**src/rtl/thread_state_mc_pkg.sv**
```systemverilog
// Shared constants for the thread-state table: state encodings, the state
// width used by the engine build, and an MSB helper for index sizing.
package thread_state_mc_pkg;

  localparam int THREAD_STATE_MSB = 1;

  typedef enum logic [THREAD_STATE_MSB:0] {
    THREAD_STATE_NONE = 2'd0,
    THREAD_STATE_WR   = 2'd1,
    THREAD_STATE_RDY  = 2'd2,
    THREAD_STATE_BUSY = 2'd3
  } thread_state_e;

  // Index of the highest set bit; msb(0) is 0 so a 1-thread index is 1 bit.
  function automatic int msb(input int value);
    int result;
    result = 0;
    for (int b = 0; b < 31; b++) begin
      if (value[b]) result = b;
    end
    return result;
  endfunction

endpackage

```
**src/rtl/thread_state_mc_rr_pick_first.sv**
```systemverilog
// Rotating priority encoder: returns the first set request strictly after
// 'last', wrapping past N-1 back to 0.
module rr_pick_first #(
  parameter int N  = 6,
  parameter int IW = 3
) (
  input  logic [N-1:0]  req,
  input  logic [IW-1:0] last,
  output logic          found,
  output logic [IW-1:0] idx
);

  logic [2*N-1:0] w_dbl;
  logic [2*N-1:0] w_mask;
  logic [2*N-1:0] w_cand;

  // The doubled vector turns the wrap into a plain window [last+1, last+N].
  always_comb begin
    // NOTE: every output of a combinational block gets a default first, so
    // no path leaves it unassigned and no latch is inferred.
    found  = 1'b0;
    idx    = '0;
    w_dbl  = {req, req};
    w_mask = '0;
    for (int j = 0; j < 2 * N; j++) begin
      w_mask[j] = (j > int'(last)) && (j <= int'(last) + N);
    end
    w_cand = w_dbl & w_mask;
    // Descending sweep: the last assignment is the lowest candidate.
    for (int j = 2 * N - 1; j >= 0; j--) begin
      if (w_cand[j]) begin
        found = 1'b1;
        idx   = (j >= N) ? IW'(j - N) : IW'(j);
      end
    end
  end

endmodule

```
**src/rtl/thread_state_mc.sv**
```systemverilog
// Multi-channel thread-state table with priority-resolved writes,
// asynchronous reads and a round-robin scan-and-claim port.
module thread_state_mc
  import thread_state_mc_pkg::*;
#(
  parameter int                     N_THREADS     = 6,
  parameter int                     N_THREADS_MSB = msb(N_THREADS - 1),
  parameter int                     N_CH          = 4,
  parameter int                     STATE_WIDTH   = THREAD_STATE_MSB + 1,
  parameter logic [STATE_WIDTH-1:0] STATE_RESET   = '0
) (
  input  logic                                CLK,
  input  logic                                RESET,
  input  logic [N_CH-1:0]                     wr_en,
  input  logic [N_CH*(N_THREADS_MSB+1)-1:0]   wr_num,
  input  logic [N_CH*STATE_WIDTH-1:0]         wr_state,
  input  logic [N_CH*(N_THREADS_MSB+1)-1:0]   rd_num,
  output logic [N_CH*STATE_WIDTH-1:0]         rd_state,
  input  logic                                scan_en,
  input  logic [STATE_WIDTH-1:0]              scan_state,
  input  logic [STATE_WIDTH-1:0]              claim_state,
  output logic                                scan_valid,
  output logic [N_THREADS_MSB:0]              scan_num,
  output logic [N_THREADS_MSB+1:0]            cnt_match,
  output logic [1:0]                          err
);

  localparam int IW = N_THREADS_MSB + 1;
  localparam int CW = N_THREADS_MSB + 2;

  logic [STATE_WIDTH-1:0] r_table [N_THREADS];
  logic [IW-1:0]          r_rr_last;
  logic                   r_scan_valid;
  logic [IW-1:0]          r_scan_num;
  logic [CW-1:0]          r_cnt_match;
  logic [1:0]             r_err;

  logic [N_THREADS-1:0]   w_wr_hit;
  logic [STATE_WIDTH-1:0] w_wr_val [N_THREADS];
  logic                   w_wr_collide;
  logic [N_THREADS-1:0]   w_match;
  logic                   w_found;
  logic [IW-1:0]          w_pick;
  logic                   w_claim;
  logic                   w_claim_collide;
  logic [CW-1:0]          w_cnt;

  always_comb begin
    rd_state = '0;
    for (int k = 0; k < N_CH; k++) begin
      for (int i = 0; i < N_THREADS; i++) begin
        if (rd_num[k*IW +: IW] == IW'(i)) begin
          rd_state[k*STATE_WIDTH +: STATE_WIDTH] = r_table[i];
        end
      end
    end
  end

  // Channels are visited in ascending order so the lowest index claims a
  // thread first; any later hit on it, or an out-of-range index, collides.
  always_comb begin
    logic in_range;
    w_wr_hit     = '0;
    w_wr_collide = 1'b0;
    in_range     = 1'b0;
    for (int i = 0; i < N_THREADS; i++) w_wr_val[i] = '0;
    for (int k = 0; k < N_CH; k++) begin
      in_range = 1'b0;
      for (int i = 0; i < N_THREADS; i++) begin
        if (wr_en[k] && (wr_num[k*IW +: IW] == IW'(i))) begin
          in_range = 1'b1;
          if (w_wr_hit[i]) begin
            w_wr_collide = 1'b1;
          end else begin
            w_wr_hit[i] = 1'b1;
            w_wr_val[i] = wr_state[k*STATE_WIDTH +: STATE_WIDTH];
          end
        end
      end
      if (wr_en[k] && !in_range) w_wr_collide = 1'b1;
    end
  end

  always_comb begin
    w_match = '0;
    w_cnt   = '0;
    for (int i = 0; i < N_THREADS; i++) begin
      w_match[i] = (r_table[i] == scan_state);
      w_cnt      = w_cnt + CW'(w_match[i]);
    end
  end

  rr_pick_first #(
    .N  (N_THREADS),
    .IW (IW)
  ) u_pick (
    .req   (w_match),
    .last  (r_rr_last),
    .found (w_found),
    .idx   (w_pick)
  );

  assign w_claim = scan_en & w_found;

  always_comb begin
    w_claim_collide = 1'b0;
    for (int i = 0; i < N_THREADS; i++) begin
      if (w_claim && (w_pick == IW'(i)) && w_wr_hit[i]) w_claim_collide = 1'b1;
    end
  end

  // Channel writes outrank the claim; the grant still reports valid.
  always_ff @(posedge CLK) begin
    if (RESET) begin
      // NOTE: the table is reset on purpose: every thread must start in
      // STATE_RESET, so it is built from flops rather than a RAM macro.
      for (int i = 0; i < N_THREADS; i++) r_table[i] <= STATE_RESET;
      r_rr_last    <= IW'(N_THREADS - 1);
      r_scan_valid <= 1'b0;
      r_scan_num   <= '0;
      r_cnt_match  <= '0;
      r_err        <= '0;
    end else begin
      // NOTE: non-blocking assignments so every register samples the
      // pre-edge table, which is what the scan and reads are defined on.
      for (int i = 0; i < N_THREADS; i++) begin
        if (w_wr_hit[i]) begin
          r_table[i] <= w_wr_val[i];
        end else if (w_claim && (w_pick == IW'(i))) begin
          r_table[i] <= claim_state;
        end
      end
      r_scan_valid <= w_claim;
      if (w_claim) begin
        r_scan_num <= w_pick;
        r_rr_last  <= w_pick;
      end
      r_cnt_match <= w_cnt;
      r_err       <= r_err | {w_claim_collide, w_wr_collide};
    end
  end

  assign scan_valid = r_scan_valid;
  assign scan_num   = r_scan_num;
  assign cnt_match  = r_cnt_match;
  assign err        = r_err;

endmodule

```
**config.mk**
```make
export PLATFORM = sky130hd
export DESIGN_NAME = thread_state_mc
export DESIGN_NICKNAME = d
export VERILOG_FILES = /design/src/rtl/thread_state_mc_pkg.sv /design/src/rtl/thread_state_mc_rr_pick_first.sv /design/src/rtl/thread_state_mc.sv
export SDC_FILE = /design/constraint.sdc
export NUM_CORES = 1
export LEC_CHECK = 0
export ABC_AREA = 1
export BUFFER_PORTS_ARGS = -buffer_cell sky130_fd_sc_hd__buf_4
export CAP_MARGIN = 20
export CORE_AREA = 2 2 78 80
export DETAILED_ROUTE_END_ITERATION = 8
export DIE_AREA = 0 0 80 82
export PLACE_DENSITY = 0.8
export SLEW_MARGIN = 40
export SYNTH_ARGS = -nofsm -noshare
export SYNTH_HDL_FRONTEND = slang
export SYNTH_SLANG_ARGS = --single-unit
```
**constraint.sdc**
```tcl
create_clock -name CLK -period 3.1 [get_ports CLK]
set_clock_uncertainty 0.15 [all_clocks]
set_input_delay 0 -clock CLK [delete_from_list [all_inputs] [get_ports CLK]]
set_output_delay 0 -clock CLK [all_outputs]
set_load 0.01 [all_outputs]
```
-- Yosys cells after proc, flatten, opt, wreduce, memory -nomap -nowiden
Memories as Yosys holds them, arrays and structs flattened.
Index checks and enable logic that the tools add are counted.
- add/subtract/negate cells: 6
- order comparisons: 18
- equal/unequal tests: 51
- muxes and demuxes: 239
- bitwise gates (word level): 15
- reductions and logical operators: 60
- operator list (kind ; count):
    $mux 2 ; 78
    $mux 1 ; 149
    $le 4x32->1 const A ; 4
    $le 5x32->1 const A ; 4
    $le 3x32->1 const A ; 2
    $eq 3x2->1 const B ; 18
    $eq 3x3->1 const B ; 18
    $logic_and 1x1->1 ; 47
    $mux 3 ; 12
    $le 2x32->1 const A ; 1
    $eq 3x1->1 const B ; 9
    $logic_not 3->1 ; 9
    $and 12x12->12 ; 1
    $eq 2x2->1 ; 6
    $gt 3x3->1 const A ; 4
    $or 1x1->1 ; 12
    $add 4x1->4 ; 2
    $gt 2x3->1 const A ; 2
    $add 3x1->4 ; 1
    $add 3x3->4 const B ; 1
    $logic_not 1->1 ; 4
    $add 2x1->3 ; 1
    $gt 1x3->1 const A ; 1
    $add 1x1->2 ; 1
    2 further kinds ; 2
- register bits after elaboration: 13
- RAM bits: 12
- input port bits: 43
- output and inout port bits: 18
- word-level logic and storage cells: 395
- memories: 1
- memories (name ; words ; width ; read ports ; clocked after memory_dff ; wr ports ; line ; text):
    r_table ; 6 ; 2 ; 6 ; 0 ; 6 ; thread_state_mc.sv:31 ; logic [STATE_WIDTH-1:0] r_table [N_THREADS];

-- Logic depth before layout (Yosys ltp)
- depth in word-level cells: 51
- gate-level depth with buffers: 22
- depth with buffers taken out: 21

-- By module
From an unflattened synthesis, not the netlist that was laid out.
- cells, all modules: 584
- area total of the unflattened synthesis: 3330.7 µm²
- modules (own cells, without submodules) (module ; times used ; cells an instance ; area an instance (µm²) ; sequential area each (µm²)):
    thread_state_mc ; 1 ; 498 ; 2886.5 ; 580.6
    rr_pick_first ; 1 ; 86 ; 444.2 ; 0.0

-- Worst setup path after synthesis
OpenSTA, ideal clock, no wires.
- path type: reg-to-reg
- start point: memory r_table[3][0] (netlist bit)
- end point: register r_cnt_match[1], in the netlist cnt_match[1]
- library setup time: 0.128 ns
- arrival time: 2.416 ns
- required time: 2.822 ns
- setup slack: 0.407 ns
- cell stages (with the launch flop): 11
- buffers on the path: 0
- clock period less this slack: 2.693 ns
- cells stage by stage: edfxtp_1 > xor2_1 > nor2_4 > fa_1 > inv_1 > fa_1 > inv_1 > ha_1 > fa_1 > inv_1 > nor2_1
- RTL lines (item ; line ; text):
    start, declared ; thread_state_mc.sv:31 ;
    end signal, assigned ; thread_state_mc.sv:138 ; r_cnt_match <= w_cnt;
    end, declared ; thread_state_mc.sv:35 ; logic [CW-1:0] r_cnt_match;

==> metrics <==
outcome finished, final reports clean; RR Startpoint r_rr_last[1]; clock sinks 23; Post-DRT Antenna Nets 0; DIE AREA 6560 um2; final WL 9230 um; count of final max-slew check failures 0; Hold Path Class input port to flop; I/O Pins 61; hold path endpoint r_table[2][0]; post-synthesis sequential area ratio 18.5%; Setup TNS Final 0 ps; number of global-route vias before repair 3373; drt drc 0; cell-by-cell trace of the critical path inv_1 > ha_1 > nand2_1 > inv_1 > o21ai_0 > nand3_2 > nand2_2 > nor2_2 > nand3_2 > nand2_4 > nor2_8 > inv_2 > nor3_4 > o21ai_1 > nand2_1; hold path startpoint wr_state[6]; commonest non-fill, non-tap cell in the layout inv_1; sw frac 48.0%; Final Non-Filler Cells 650; # diodes 0; Mean Syn Cell Area 6.11 um2; fraction of layout cells with a size suffix above 1 19.1%; crit path DAT 2670 ps; vias per cell 5.62; Max Freq 352 MHz; Slew @ Worst Pin 665 ps; Cell Int Power 0.845 mW; Fin. Hold Viols 0; die width 80 um; # rows 28; Area growth, synth to finish 18.7%; H-tree depth 1; die span in y 82 um; Sw Pwr 0.779 mW; RSZ-0062 raised after global routing false; GRT met3 Usage 3.19%; Critical Path Sink Type flop; Tcrit/Tclk final 91.6%; Top Usage Layer GRT met2; Layout Utilization 64.9%; Via Count 3656; IR drop worst, VDD 0.330 mV; most frequent cells in the layout inv_1 (104), nand2_1 (83), nor2_1 (77); Distinct cells, synth 49; # nets final 629; CTS tree done; EDFF count, synth 12; RR Endpoint r_table[0][1]; I/O Buffers 59; GRT Resource Usage Total 28.9%; Combinational Power Share 61.6%; Setup Viol. Count Final 0; share of power burned in the clock network 12.1%; Worst Path Max Fanout 7; Synth Flop Type edfxtp_1; fraction of registers with async set/reset 0%; synthesized area 3140 um2; routability cong. 0.968; Largest stage delay, worst path 370 ps; slowest cell on the critical path ha_1; fillcell total 545; clock-pin slew on the worst setup and hold paths 90 ps; M1 GR Usage 31.1%; core area 5750 um2; largest net degree at the start of global routing 17; grt met2 use 55.3%; CP required 2940 ps; R2R depth 15; Placed Instances 641; WL/cell 14.2 um; first-pass GRT wire length 14900 um; Initial Utilization 54.7%; minimum clock period 2840 ps; Sequential Power Share 26.4%; maximum buffer depth of the clock tree 2; syn nets 567; synthesized instance count 514; WS Path Type flop to flop; DP HPWL 7700 um; CTS root buf clkbuf_8; Syn. warnings 0; cts bufs inserted 3; hold path cells 3; router iterations before antenna repair 7; DRC violation total after the first TritonRoute iteration 213; leakage 1.85 nW; R2R setup slack 260 ps; initial antenna violation count 0; Post CTS Setup Buffer Count 0; Yosys reg bits 23; PD cells 435 nW/um2; Pwr Total 1.62 mW; crit start category flop; max_cap viols 0; gr ovfl total 0; Clock Latency Late Sink 270 ps; Worst slew margin 55.2%
## layer usage
metal  routed length [um]  vias up  part of all wire [%]
li1                     -     1814                     -
met1                 3520     1650                    38
met2                 4710      162                    51
met3                  554       30                   6.0
met4                  448        0                   4.9
met5                    0        -                     0
## layout make-up
class	count	area [um2]	area share, %
Clock inverter	1	6.26	0.168
Clock buffer	3	41.3	1.11
Sequential cell	23	582	15.6
Multi-Input combinational cell	372	2090	56.0
Inverter	111	417	11.2
Tap cell	75	93.8	2.52
Timing Repair Buffer	65	500	13.4
## worst max-delay path by stage
stage	start	endpoint	slack, ps	cells past startpoint
after floorplan	r_table[3][0]	cnt_match[1]	410	10
after global placement	r_rr_last[2]	r_table[2][0]	340	16
after detailed placement	r_rr_last[2]	r_table[2][1]	220	16
after CTS	r_rr_last[2]	r_table[2][1]	170	16
after global routing	r_rr_last[1]	scan_num[0]	50	18
final	r_rr_last[1]	r_table[0][1]	260	15
## Yosys cell counts (3+ instances only)
cell type	count	area, um2
ha_1	7	87.6
inv_2	5	18.8
o211ai_1	5	37.5
nand3_2	4	40.0
o221ai_1	11	96.3
nor3_2	5	50.1
nand3_1	36	180
o21ai_1	7	35.0
fa_1	3	60.1
a21oi_1	20	100
nand2_4	5	56.3
nor2_2	5	31.3
nand2_1	83	312
nor2_4	4	45.0
o21ai_0	12	60.1
nand2_2	7	43.8
xnor2_1	5	43.8
nand4_1	6	37.5
a31oi_1	7	43.8
o22ai_1	14	87.6
nor3_1	24	120
inv_1	105	394
edfxtp_1	12	360
dfxtp_1	11	220
nor2_1	77	289
## cell families (layout without fill, tap and decap cells)
| family | after synthesis | in the layout | share of synthesized area (%) |
|---|---|---|---|
| buffers and inverters | 119 | 180 | 15.0 |
| AO/OA/AOI/OAI | 88 | 88 | 18.0 |
| flip-flops | 23 | 23 | 18.5 |
| AND/OR/NAND/NOR | 265 | 265 | 41.2 |
| other | 1 | 1 | 0.119 |
| XOR/XNOR | 8 | 8 | 2.47 |
| adder cells (fa/ha/maj) | 10 | 10 | 4.70 |
## critical path, delay by kind of cell, from the launching register on
family,cells,cell delay (ps)
fa+ha+maj,1,370
flops,1,350
simple gates,9,1110
compound gates,2,340
buf+inv,3,230
## power by group through the flow
stage / sequential (mW) / combinational [mW] / clock (mW)
detailed placement: 0.434 / 0.971 / 0
finish: 0.428 / 1.00 / 0.196
global route: 0.434 / 1.11 / 0.208
floorplan: 0.435 / 0.696 / 0
CTS: 0.427 / 0.994 / 0.197
global placement: 0.430 / 0.952 / 0
## flip-flops by register name, summed over array words and instances (netlist names)
register	flops
r_rr_last	3
scan_valid	1
cnt_match	3
scan_num	2
err	2
r_table	12
## what timing repair did
item | in CTS | in global routing
setup endpoints to repair | 0 | 6
hold endpoints to repair | 14 | 0
resized for setup | 0 | 2
hold buffers | 5 | 0
## metrics by stage
| step | instance area [um2] | worst slack (ps) | hold slack (ps) |
|---|---|---|---|
| after floorplan | 3140 | 407 | 34.6 |
| after global placement | 3630 | 343 | 171 |
| after detailed placement | 3630 | 217 | 169 |
| after CTS | 3730 | 167 | 6.11 |
| after global routing | 3730 | 54.7 | 23.0 |
| final | 3730 | 261 | 7.29 |
No activity file was read; power rests on OpenSTA's default activity.
